$ cat src/rtl/vga_timing_pkg.sv
// ============================================================================
// vga_timing_pkg : default 640x480@60 raster timing and total-size helper
// Revision       : 1.0
// ============================================================================
`default_nettype none

package vga_timing_pkg;

  localparam int DEF_H_ACTIVE = 640;
  localparam int DEF_H_FP     = 16;
  localparam int DEF_H_SYNC   = 96;
  localparam int DEF_H_BP     = 48;
  localparam int DEF_V_ACTIVE = 480;
  localparam int DEF_V_FP     = 10;
  localparam int DEF_V_SYNC   = 2;
  localparam int DEF_V_BP     = 33;
  localparam bit DEF_SYNC_POL = 1'b0;

  function automatic int calc_total(input int active, input int fp,
                                    input int sync, input int bp);
    return active + fp + sync + bp;
  endfunction

endpackage

`default_nettype wire

$ cat src/rtl/vga_delay_line.sv
// ============================================================================
// vga_delay_line : enable-gated, resettable shift register of DEPTH stages
// Revision       : 1.0
// ============================================================================
`default_nettype none

module vga_delay_line #(
  parameter int WIDTH = 3,
  parameter int DEPTH = 2
) (
  input  logic             clk,
  input  logic             rst_n,
  input  logic             en,
  input  logic [WIDTH-1:0] din,
  output logic [WIDTH-1:0] dout
);

  logic [WIDTH-1:0] taps [DEPTH];

  always_ff @(posedge clk or negedge rst_n) begin
    if (!rst_n) begin
      for (int i = 0; i < DEPTH; i++) taps[i] <= '0;
    end else if (en) begin
      taps[0] <= din;
      for (int i = 1; i < DEPTH; i++) taps[i] <= taps[i-1];
    end
  end

  assign dout = taps[DEPTH-1];

endmodule

`default_nettype wire

$ cat src/rtl/vga_output_driver.sv
// ============================================================================
// vga_output_driver : VGA raster timing, framebuffer read requests and
//                     registered, latency-aligned RGB/HSYNC/VSYNC pin drive
// Revision          : 1.0
// ============================================================================
`default_nettype none

module vga_output_driver
  import vga_timing_pkg::*;
#(
  parameter int H_ACTIVE   = DEF_H_ACTIVE,
  parameter int H_FP       = DEF_H_FP,
  parameter int H_SYNC     = DEF_H_SYNC,
  parameter int H_BP       = DEF_H_BP,
  parameter int V_ACTIVE   = DEF_V_ACTIVE,
  parameter int V_FP       = DEF_V_FP,
  parameter int V_SYNC     = DEF_V_SYNC,
  parameter int V_BP       = DEF_V_BP,
  parameter bit SYNC_POL   = DEF_SYNC_POL,
  parameter int PIX_WIDTH  = 3,
  parameter int RD_LATENCY = 2
) (
  input  logic                        clk,
  input  logic                        rst_n,
  input  logic                        pix_en,
  output logic                        rd_en,
  output logic [$clog2(H_ACTIVE)-1:0] rd_x,
  output logic [$clog2(V_ACTIVE)-1:0] rd_y,
  input  logic [PIX_WIDTH-1:0]        pixel_in,
  output logic [PIX_WIDTH-1:0]        vga_rgb,
  output logic                        vga_hsync,
  output logic                        vga_vsync,
  output logic                        frame_start
);

  localparam int H_TOTAL = calc_total(H_ACTIVE, H_FP, H_SYNC, H_BP);
  localparam int V_TOTAL = calc_total(V_ACTIVE, V_FP, V_SYNC, V_BP);
  localparam int HW      = $clog2(H_TOTAL);
  localparam int VW      = $clog2(V_TOTAL);
  localparam int XW      = $clog2(H_ACTIVE);
  localparam int YW      = $clog2(V_ACTIVE);

  localparam logic [HW-1:0] H_LAST     = HW'(H_TOTAL - 1);
  localparam logic [HW-1:0] H_VIS_END  = HW'(H_ACTIVE);
  localparam logic [HW-1:0] HS_START   = HW'(H_ACTIVE + H_FP);
  localparam logic [HW-1:0] HS_END     = HW'(H_ACTIVE + H_FP + H_SYNC);
  localparam logic [VW-1:0] V_LAST     = VW'(V_TOTAL - 1);
  localparam logic [VW-1:0] V_VIS_END  = VW'(V_ACTIVE);
  localparam logic [VW-1:0] VS_START   = VW'(V_ACTIVE + V_FP);
  localparam logic [VW-1:0] VS_END     = VW'(V_ACTIVE + V_FP + V_SYNC);

  logic [HW-1:0] h_cnt;
  logic [VW-1:0] v_cnt;
  logic          visible;
  logic          hs_now;
  logic          vs_now;
  logic          hs_raw;
  logic          vs_raw;
  logic          active_d;
  logic          hs_d;
  logic          vs_d;

  assign visible = (h_cnt < H_VIS_END) && (v_cnt < V_VIS_END);
  assign hs_now  = (h_cnt >= HS_START) && (h_cnt < HS_END);
  assign vs_now  = (v_cnt >= VS_START) && (v_cnt < VS_END);

  // Line and frame wrap share a tick so the raster has no idle gap.
  always_ff @(posedge clk or negedge rst_n) begin
    if (!rst_n) begin
      h_cnt <= '0;
      v_cnt <= '0;
    end else if (pix_en) begin
      if (h_cnt == H_LAST) begin
        h_cnt <= '0;
        v_cnt <= (v_cnt == V_LAST) ? '0 : v_cnt + 1'b1;
      end else begin
        h_cnt <= h_cnt + 1'b1;
      end
    end
  end

  always_ff @(posedge clk or negedge rst_n) begin
    if (!rst_n) begin
      rd_en  <= 1'b0;
      rd_x   <= '0;
      rd_y   <= '0;
      hs_raw <= 1'b0;
      vs_raw <= 1'b0;
    end else if (pix_en) begin
      rd_en  <= visible;
      rd_x   <= visible ? h_cnt[XW-1:0] : '0;
      rd_y   <= visible ? v_cnt[YW-1:0] : '0;
      hs_raw <= hs_now;
      vs_raw <= vs_now;
    end
  end

  vga_delay_line #(
    .WIDTH (3),
    .DEPTH (RD_LATENCY)
  ) u_align (
    .clk   (clk),
    .rst_n (rst_n),
    .en    (pix_en),
    .din   ({rd_en, hs_raw, vs_raw}),
    .dout  ({active_d, hs_d, vs_d})
  );

  always_ff @(posedge clk or negedge rst_n) begin
    if (!rst_n) begin
      vga_rgb   <= '0;
      vga_hsync <= ~SYNC_POL;
      vga_vsync <= ~SYNC_POL;
    end else if (pix_en) begin
      vga_rgb   <= active_d ? pixel_in : '0;
      vga_hsync <= hs_d ? SYNC_POL : ~SYNC_POL;
      vga_vsync <= vs_d ? SYNC_POL : ~SYNC_POL;
    end
  end

  // Evaluated every clk so the pulse is one clk wide regardless of pix_en.
  always_ff @(posedge clk or negedge rst_n) begin
    if (!rst_n) frame_start <= 1'b0;
    else        frame_start <= pix_en && (h_cnt == '0) && (v_cnt == '0);
  end

endmodule

`default_nettype wire

$ cat config.mk
export PLATFORM = sky130hd
export DESIGN_NAME = vga_output_driver
export DESIGN_NICKNAME = d
export VERILOG_FILES = /design/src/rtl/vga_timing_pkg.sv /design/src/rtl/vga_delay_line.sv /design/src/rtl/vga_output_driver.sv
export SDC_FILE = /design/constraint.sdc
export NUM_CORES = 1
export LEC_CHECK = 0
export BUFFER_PORTS_ARGS = -buffer_cell sky130_fd_sc_hd__buf_2
export CORE_MARGIN = 1
export CORE_UTILIZATION = 45
export DETAILED_ROUTE_END_ITERATION = 7
export SETUP_SLACK_MARGIN = 0.3
export SLEW_MARGIN = 20
export SYNTH_ARGS = -nofsm -noshare
export SYNTH_HDL_FRONTEND = slang
export SYNTH_SLANG_ARGS = --single-unit
$ cat constraint.sdc
create_clock -name clk -period 2.1 [get_ports clk]
set_input_delay 0 -clock clk [delete_from_list [all_inputs] [get_ports clk]]
set_output_delay 0 -clock clk [all_outputs]
set_load 0.005 [all_outputs]
# After elaboration in Yosys (flattened, before gate mapping)
# Index checks and enable logic that the tools add are counted.
# classes
addsub	2
n_lt_le_gt_ge	6
n_eq_ne	2
mux	7
reduce_logical	8
# ops
op	count
$mux W10	3
$add A10 B1 Y10 const B	2
$eq A10 B10 Y1 const B	2
$logic_not A10 Y1	2
$lt A10 B10 Y1 const B	2
$lt A10 B9 Y1 const B	2
$ge A10 B10 Y1 const B	1
$ge A10 B9 Y1 const B	1
$mux W9	1
$logic_and A1 B1 Y1	5
$mux W3	1
$mux W1	2
$reduce_and A2 Y1	1
# word_totals
regBits	54
inputBits	6
out_inout_bits	26

# Depth between registers and ports, before layout
# Gate-level depths: netlist (run 1).
# logic_depth
word_depth	3
depth_mapped	7

# By module
# A second synthesis (run 1) with hierarchy kept.
# hier_totals
hier_cells	217
area_unflattened_um2	2489.9
# by_module_without_submodules
module	instances	cells_per_inst	area_per_inst_um2	seq_area_each_um2
vga_output_driver	1	201	2215.9	1203.7
vga_delay_line	1	16	274.0	150.1

# Worst setup path after synthesis (run 1)
# No wires, ideal clock.
# synth_path
kind	register to register
from	register h_cnt[0]
to	register v_cnt[4]
setup_ns	0.125
t_arrival_ns	1.438
required_ns	1.975
slack_ns	0.537
stages_incl_launch_ff	6
path_buffers	0
synth_period_minus_slack_ns	1.563
path_cell_list	dfrtp_1 > ha_1 > and4bb_1 > and3_1 > nand4_1 > mux2_2
# synth_via
elab_chain_len	2
# synth_rtl
element	line	rtl
from (decl)	vga_output_driver.sv:52	logic [HW-1:0] h_cnt;
from (signal assigned)	vga_output_driver.sv:77	h_cnt <= h_cnt + 1'b1;
$eq A10 B10 Y1	vga_output_driver.sv:73	if (h_cnt == H_LAST) begin
$reduce_and A2 Y1 (no line)	n/a	
to (signal assigned)	vga_output_driver.sv:75	v_cnt <= (v_cnt == V_LAST) ? '0 : v_cnt + 1'b1;
to (decl)	vga_output_driver.sv:53	logic [VW-1:0] v_cnt;
# Every way passes these cells.
# A chain may end at the register's enable or synchronous reset.

# Worst setup path in the final report (run 1)
# layout_path
from	register h_cnt[0]
to	register v_cnt[5]
# Same word-level chain as after synthesis.

==> flow_summary.yaml, run 1 <==
floorplan:
  io_pins: 32
  die_h_um: 74.86
  rows: 26
  core-area_um2: 5107
  dieArea_um2: 5603
  dieWidth_um: 74.86
  start_util: 0.4677
critical_path:
  crit_type: "reg2reg"
  cp.arrival_ps: 1930
  start_kind: "flip-flop"
  cp.required_ps: 2310
  critPathMaxFanout: 10
  cp-end-kind: "flip-flop"
drt:
  initialDrtViolationCount: 84
  firstDrtPassIters: 4
  totalWireLength_mm: 4.935
  avgRoutedWirePerCell_um: 15.33
  detail-route-antenna-nets: 0
  viasPerCell: 5.363
  vias: 1727
  drc_errors: 0
clock_network:
  cts_max_level: 2
  cts_buffers: 5
  cts_tree: "built"
  clk_latency_ps: 300
  cts.sinks: 54
  path_clk_slew_ps: 90
  clk_path_buf_depth: 2
  cts-root-buf: "clkbuf_8"
logic_synthesis:
  synth_ff_type: "dfrtp_1"
  ys_ff_latch: 54
  yosysSeqAreaShare: 0.5668
  synth_fa_ha_area_frac: 0.02095
  synthSimpleGateAreaFrac: 0.1619
  synthXorXnorAreaFrac: 0.02933
  synth_area_leaders: "dfrtp_1 54%, a22o_1 6.6%, mux2_2 3.8%"
  syn_area_um2: 2389
  yosys_warnings: 0
  synth_top_area_share: 0.5448
  synth_top_family_by_area: "simple AND/OR/NAND/NOR gates"
  yosysTopAreaCell: "dfrtp_1"
  synth.avg_cell_area_um2: 11.59
  async_flop_share: 1.000
  synth_cell_types: 42
  synth_compound_area_frac: 0.1283
  synthesis.nets: 216
  synth_mux_area_frac: 0.04191
  synthCells: 206
  synth_edf_count: 0
grt:
  antenna_found_initial: 0
  grt_max_degree: 21
  grt_first_pass_wirelength_mm: 8.031
  grt_remaining_overflow: 0
  grt_usage: 0.1958
  first_global_vias: 1630
sta:
  clock_skew_ps: 6.392
  final.setup.tns_ps: 0
  relSlewSlack: 0.7102
  fin_crit_sh: 0.8164
  period_needed_ps: 1714
  fmax_ghz: 0.5833
  hold_viol_final: 0
  tightest_slew_ps: 434.7
  final-max-slew-violation-count: 0
  rsz0062_at_grt: "yes"
  hold_slack_ps: 85.13
  finalSetupViolations: 0
cells_and_area:
  syn2layout_area_growth_pct: 18.96
  final_common_cell: "dfrtp_1"
  final_area_um2: 2841
  insertedDiodeCount: 0
  post-route-util: 0.5563
  layout.nets: 261
  mostFrequentLayoutCells: "51 x dfrtp_1, 31 x buf_2, 18 x a22o_1"
  drive_gt1_frac: 0.2857
worst_hold_path:
  hold_path_class: "in2reg"
pwr:
  internal-power_mw: 1.679
  power.share.sequential: 0.547
  switching_share: 0.2648
  combPwrFrac: 0.166
  clkPwrFrac: 0.287
  power_switching_mw: 0.6050
  power.total_mw: 2.284
  ir_drop_mv: 0.3395
  leakage_nw: 1.369
  power.density_nw_per_um2: 803.9
status:
  status: "finished, final reports clean"
place:
  port_buffers: 31
  placed_area_um2: 2645
  place.gp.congestion: 0.7718
  hpwl_mm: 3.399
job:
  maxCapViolCount: 0
cells by family after synthesis:
logic type	after synthesis
buf+inv	26
xor+xnor	8
simple gates	62
flops	54
compound gates	43
mux	9
fa+ha+maj	4
metal layers:
layer | up-vias | global-route usage | wire length, µm
li1 | 844 | - | -
met1 | 836 | 0.2766 | 2491
met2 | 42 | 0.3003 | 2202
met3 | 5 | 0.04418 | 185
met4 | 0 | 0.06289 | 57
met5 | - | 0 | 0
final cells by class:
class                   count  area [µm²]
inverters                  12       45.04
well taps                  70       87.58
multi-input cells         126       920.9
repair buffers             52       322.8
flip-flops and latches     54        1355
fillers                   471        2266
clock buffers               8       110.1
worst max-delay path, stage by stage, from the launching register on:
cell and delay (ps):
dfrtp_1 430, ha_2 220, and4bb_1 240, and4_2 370, nand2_1 130, o31ai_1 240
metrics by stage:
| step | setup WS (ps) | cells |
|---|---|---|
| after floorplan | 537.2 | 206 |
| after global placement | 420.1 | 305 |
| after detailed placement | 334.6 | 305 |
| after CTS | 315.7 | 317 |
| after global routing | 255.4 | 322 |
| final | 385.5 | 322 |
state kept, by name, indices dropped and copies added, names as in the netlist, 3 cells and up:
| name | cells |
|---|---|
| h_cnt | 10 |
| vga_rgb | 3 |
| u_align.taps | 3 |
| u_align.dout | 3 |
| rd_y | 9 |
| v_cnt | 10 |
| rd_x | 10 |
power groups by stage:
stage / Sequential (mW) / Combinational [mW] / Clock, mW
after floorplan: 1.23 / 0.245 / 0
after global placement: 1.27 / 0.363 / 0
after detailed placement: 1.27 / 0.363 / 0
after CTS: 1.25 / 0.372 / 0.672
after global routing: 1.27 / 0.426 / 0.713
final: 1.25 / 0.378 / 0.656
worst paths after layout:
check | from | endpoint | slack (ps) | depth (start not counted)
min in group asynchronous | rst_n | rd_x[4] | 170 | 2
worst min register to register | u_align.dout[0] | vga_vsync | 430 | 1
worst max register to register | h_cnt[0] | v_cnt[5] | 390 | 5
worst min-delay path | pix_en | hs_raw | 90 | 2
worst max-delay path | h_cnt[0] | v_cnt[5] | 390 | 5
max in group asynchronous | rst_n | vga_hsync | 1270 | 3
cell usage after synthesis, drive strengths merged (2+ instances only):
master,number
dfrtp,52
a22o,18
o21ai,15
inv,12
nand2,12
nand4,10
nand3,9
buf,8
mux2,8
clkbuf,6
and4,5
xnor2,5
and3,4
ha,4
nor2,4
nor3,4
nor2b,3
xor2,3
dfstp,2
nand4b,2
nor4,2
nor4b,2
o31ai,2
repair_timing:
action / in CTS / in global routing
hold buffers: 4 / 0
endpoints found under the setup margin: 0 / 9
hold endpoints to repair: 19 / 0
gates resized for setup: 0 / 5
setup buffers: 0 / 5
Note: power is estimated with default switching activity, not from simulation.
==> run 2: changes to the inputs <==
clock period = 1.75 ns   (was 2.1 ns; I/O delays follow)
==> run 2 against run 1 <==
Hold slack improved by 9.0 ps. Combinational power increased by 42%. Non-clock buffer count increased by 13. Sequential power increased by 18%. Register-to-register slack got worse by 210 ps. Utilization increased by 3.7 points. Clock skew increased by 3.1 ps. Wire length increased by 4.2%. Largest cell class unchanged. Largest power group unchanged.
==> flow_summary.yaml, run 2 (synthesis results as in run 1) <==
status:
  status: "finished, final reports clean"
critical_path:
  reg2reg_slack_ps: 180
  cp.required_ps: 1940
  crit_chain: "nor4_4 -> nand4_4 -> nor2b_1 -> mux2_2"
  critPathMaxStageDelay_ps: 460
  crit_type: "reg2reg"
  critPathSlowestCell: "dfrtp_2"
  start_kind: "flip-flop"
  crit_family: "simple AND/OR/NAND/NOR gates"
  critPathBufInv: 0
  critPathMaxFanout: 5
  cp.arrival_ps: 1760
  cp-end-kind: "flip-flop"
sta:
  rsz0062_at_grt: "yes"
  hold_viol_final: 0
  final.setup.tns_ps: 0
  relSlewSlack: 0.5537
  final-max-slew-violation-count: 0
  fin_crit_sh: 0.8976
  tightest_slew_ps: 669.5
  finalSetupViolations: 0
  fmax_ghz: 0.6366
  clock_skew_ps: 9.492
  period_needed_ps: 1571
floorplan:
  dieWidth_um: 74.86
  core-area_um2: 5107
  start_util: 0.4677
  die_h_um: 74.86
  rows: 26
  io_pins: 32
  dieArea_um2: 5603
clock_network:
  cts_tree: "built"
  cts_max_level: 2
  path_clk_slew_ps: 90
  cts-root-buf: "clkbuf_8"
  cts_buffers: 5
  clk_latency_ps: 300
  cts.sinks: 54
  clk_path_buf_depth: 2
cells_and_area:
  insertedDiodeCount: 0
  drive_gt1_frac: 0.3849
  layout.nets: 274
  n_fill_cell: 454
  mostFrequentLayoutCells: "47 x dfrtp_1, 31 x buf_2, 26 x buf_4"
  syn2layout_area_growth_pct: 26.82
  final_common_cell: "dfrtp_1"
  top_regs: "h_cnt (10), rd_x (10), v_cnt (10)"
grt:
  grt_max_degree: 55
  grt_first_pass_wirelength_mm: 8.466
  grt_usage: 0.2040
  grt_remaining_overflow: 0
  first_global_vias: 1742
  antenna_found_initial: 0
pwr:
  power_switching_mw: 0.7345
  ir_drop_mv: 0.5551
  clkPwrFrac: 0.248
  switching_share: 0.2746
  internal-power_mw: 1.941
  leakage_nw: 1.442
  power.density_nw_per_um2: 883.1
  power.share.sequential: 0.552
  power.total_mw: 2.675
  combPwrFrac: 0.200
drt:
  totalWireLength_mm: 5.142
  vias: 1809
  detail-route-antenna-nets: 0
  drc_errors: 0
  avgRoutedWirePerCell_um: 15.35
  initialDrtViolationCount: 114
  firstDrtPassIters: 4
  viasPerCell: 5.400
place:
  port_buffers: 31
  place.gp.congestion: 0.7685
  hpwl_mm: 3.357
worst_hold_path:
  hold_path_class: "in2reg"
job:
  maxCapViolCount: 0
-- run 2: cell count changes in the layout (fill, tap and decap cells not counted), moves of 3 or more --
cell / previous run / this run
buf_4: 17 / 26
buf_6: 0 / 4
clkbuf_1: 0 / 3
clkbuf_8: 8 / 5
dfrtp_1: 51 / 47
dfrtp_2: 1 / 5
o21ai_0: 14 / 10
o21ai_2: 0 / 3
-- run 2: cell type report --
class | count | area (µm²) | share of cell area
Tap cell | 70 | 87.58 | 0.02891
Multi-Input combinational cell | 126 | 1021 | 0.3371
Inverter | 12 | 45.04 | 0.01487
Clock buffer | 8 | 80.08 | 0.02644
Timing Repair Buffer | 65 | 435.4 | 0.1437
Sequential cell | 54 | 1360 | 0.4490
-- run 2: worst min-delay path: stages --
cell and delay (ps):
buf_2 190, nand2_1 120, xnor2_1 60
-- run 2: worst paths after layout --
path / start / end / cells after the start
worst max register to register: v_cnt[8] / v_cnt[4] / 4
worst max-delay path: v_cnt[8] / v_cnt[4] / 4
min in group asynchronous: rst_n / rd_x[6] / 3
worst min register to register: u_align.dout[0] / vga_vsync / 1
worst min-delay path: pix_en / h_cnt[2] / 3
max in group asynchronous: rst_n / v_cnt[5] / 3
-- run 2: per-stage QoR --
step	hold WS (ps)	area (µm²)	std cells	util	setup slack, ps
after floorplan	-295.6	2416	206	-	257.2
after CTS	92.54	2934	331	0.5745	182.5
after global placement	164.8	2720	312	0.5326	124.1
after detailed placement	166.7	2720	312	0.5326	72.88
final	94.16	3029	335	0.5931	179.2
after global routing	102.0	3029	335	0.5931	141.8
-- run 2: timing repair --
item,in CTS,in global routing
pin swaps,6,8
endpoints found under the hold margin,55,0
hold buffers,4,0
endpoints found under the setup margin,31,31
setup buffers,7,3
gates cloned,0,1
resized for setup,14,22
-- run 2: layer usage --
| metal | vias up | global-route usage | part of all wire | wire [µm] |
|---|---|---|---|---|
| li1 | 867 | - | - | - |
| met1 | 894 | 0.2900 | 0.49 | 2503 |
| met2 | 43 | 0.3103 | 0.46 | 2384 |
| met3 | 5 | 0.04685 | 0.038 | 193 |
| met4 | 0 | 0.06499 | 0.012 | 60 |
| met5 | - | 0 | 0 | 0 |
-- run 2: power by group through the flow --
stage / Sequential (mW) / Clock [mW] / Combinational, mW
after global placement: 1.51 / 0 / 0.449
final: 1.48 / 0.664 / 0.535
after CTS: 1.48 / 0.686 / 0.523
after floorplan: 1.48 / 0 / 0.296
after detailed placement: 1.52 / 0 / 0.450
after global routing: 1.50 / 0.745 / 0.588
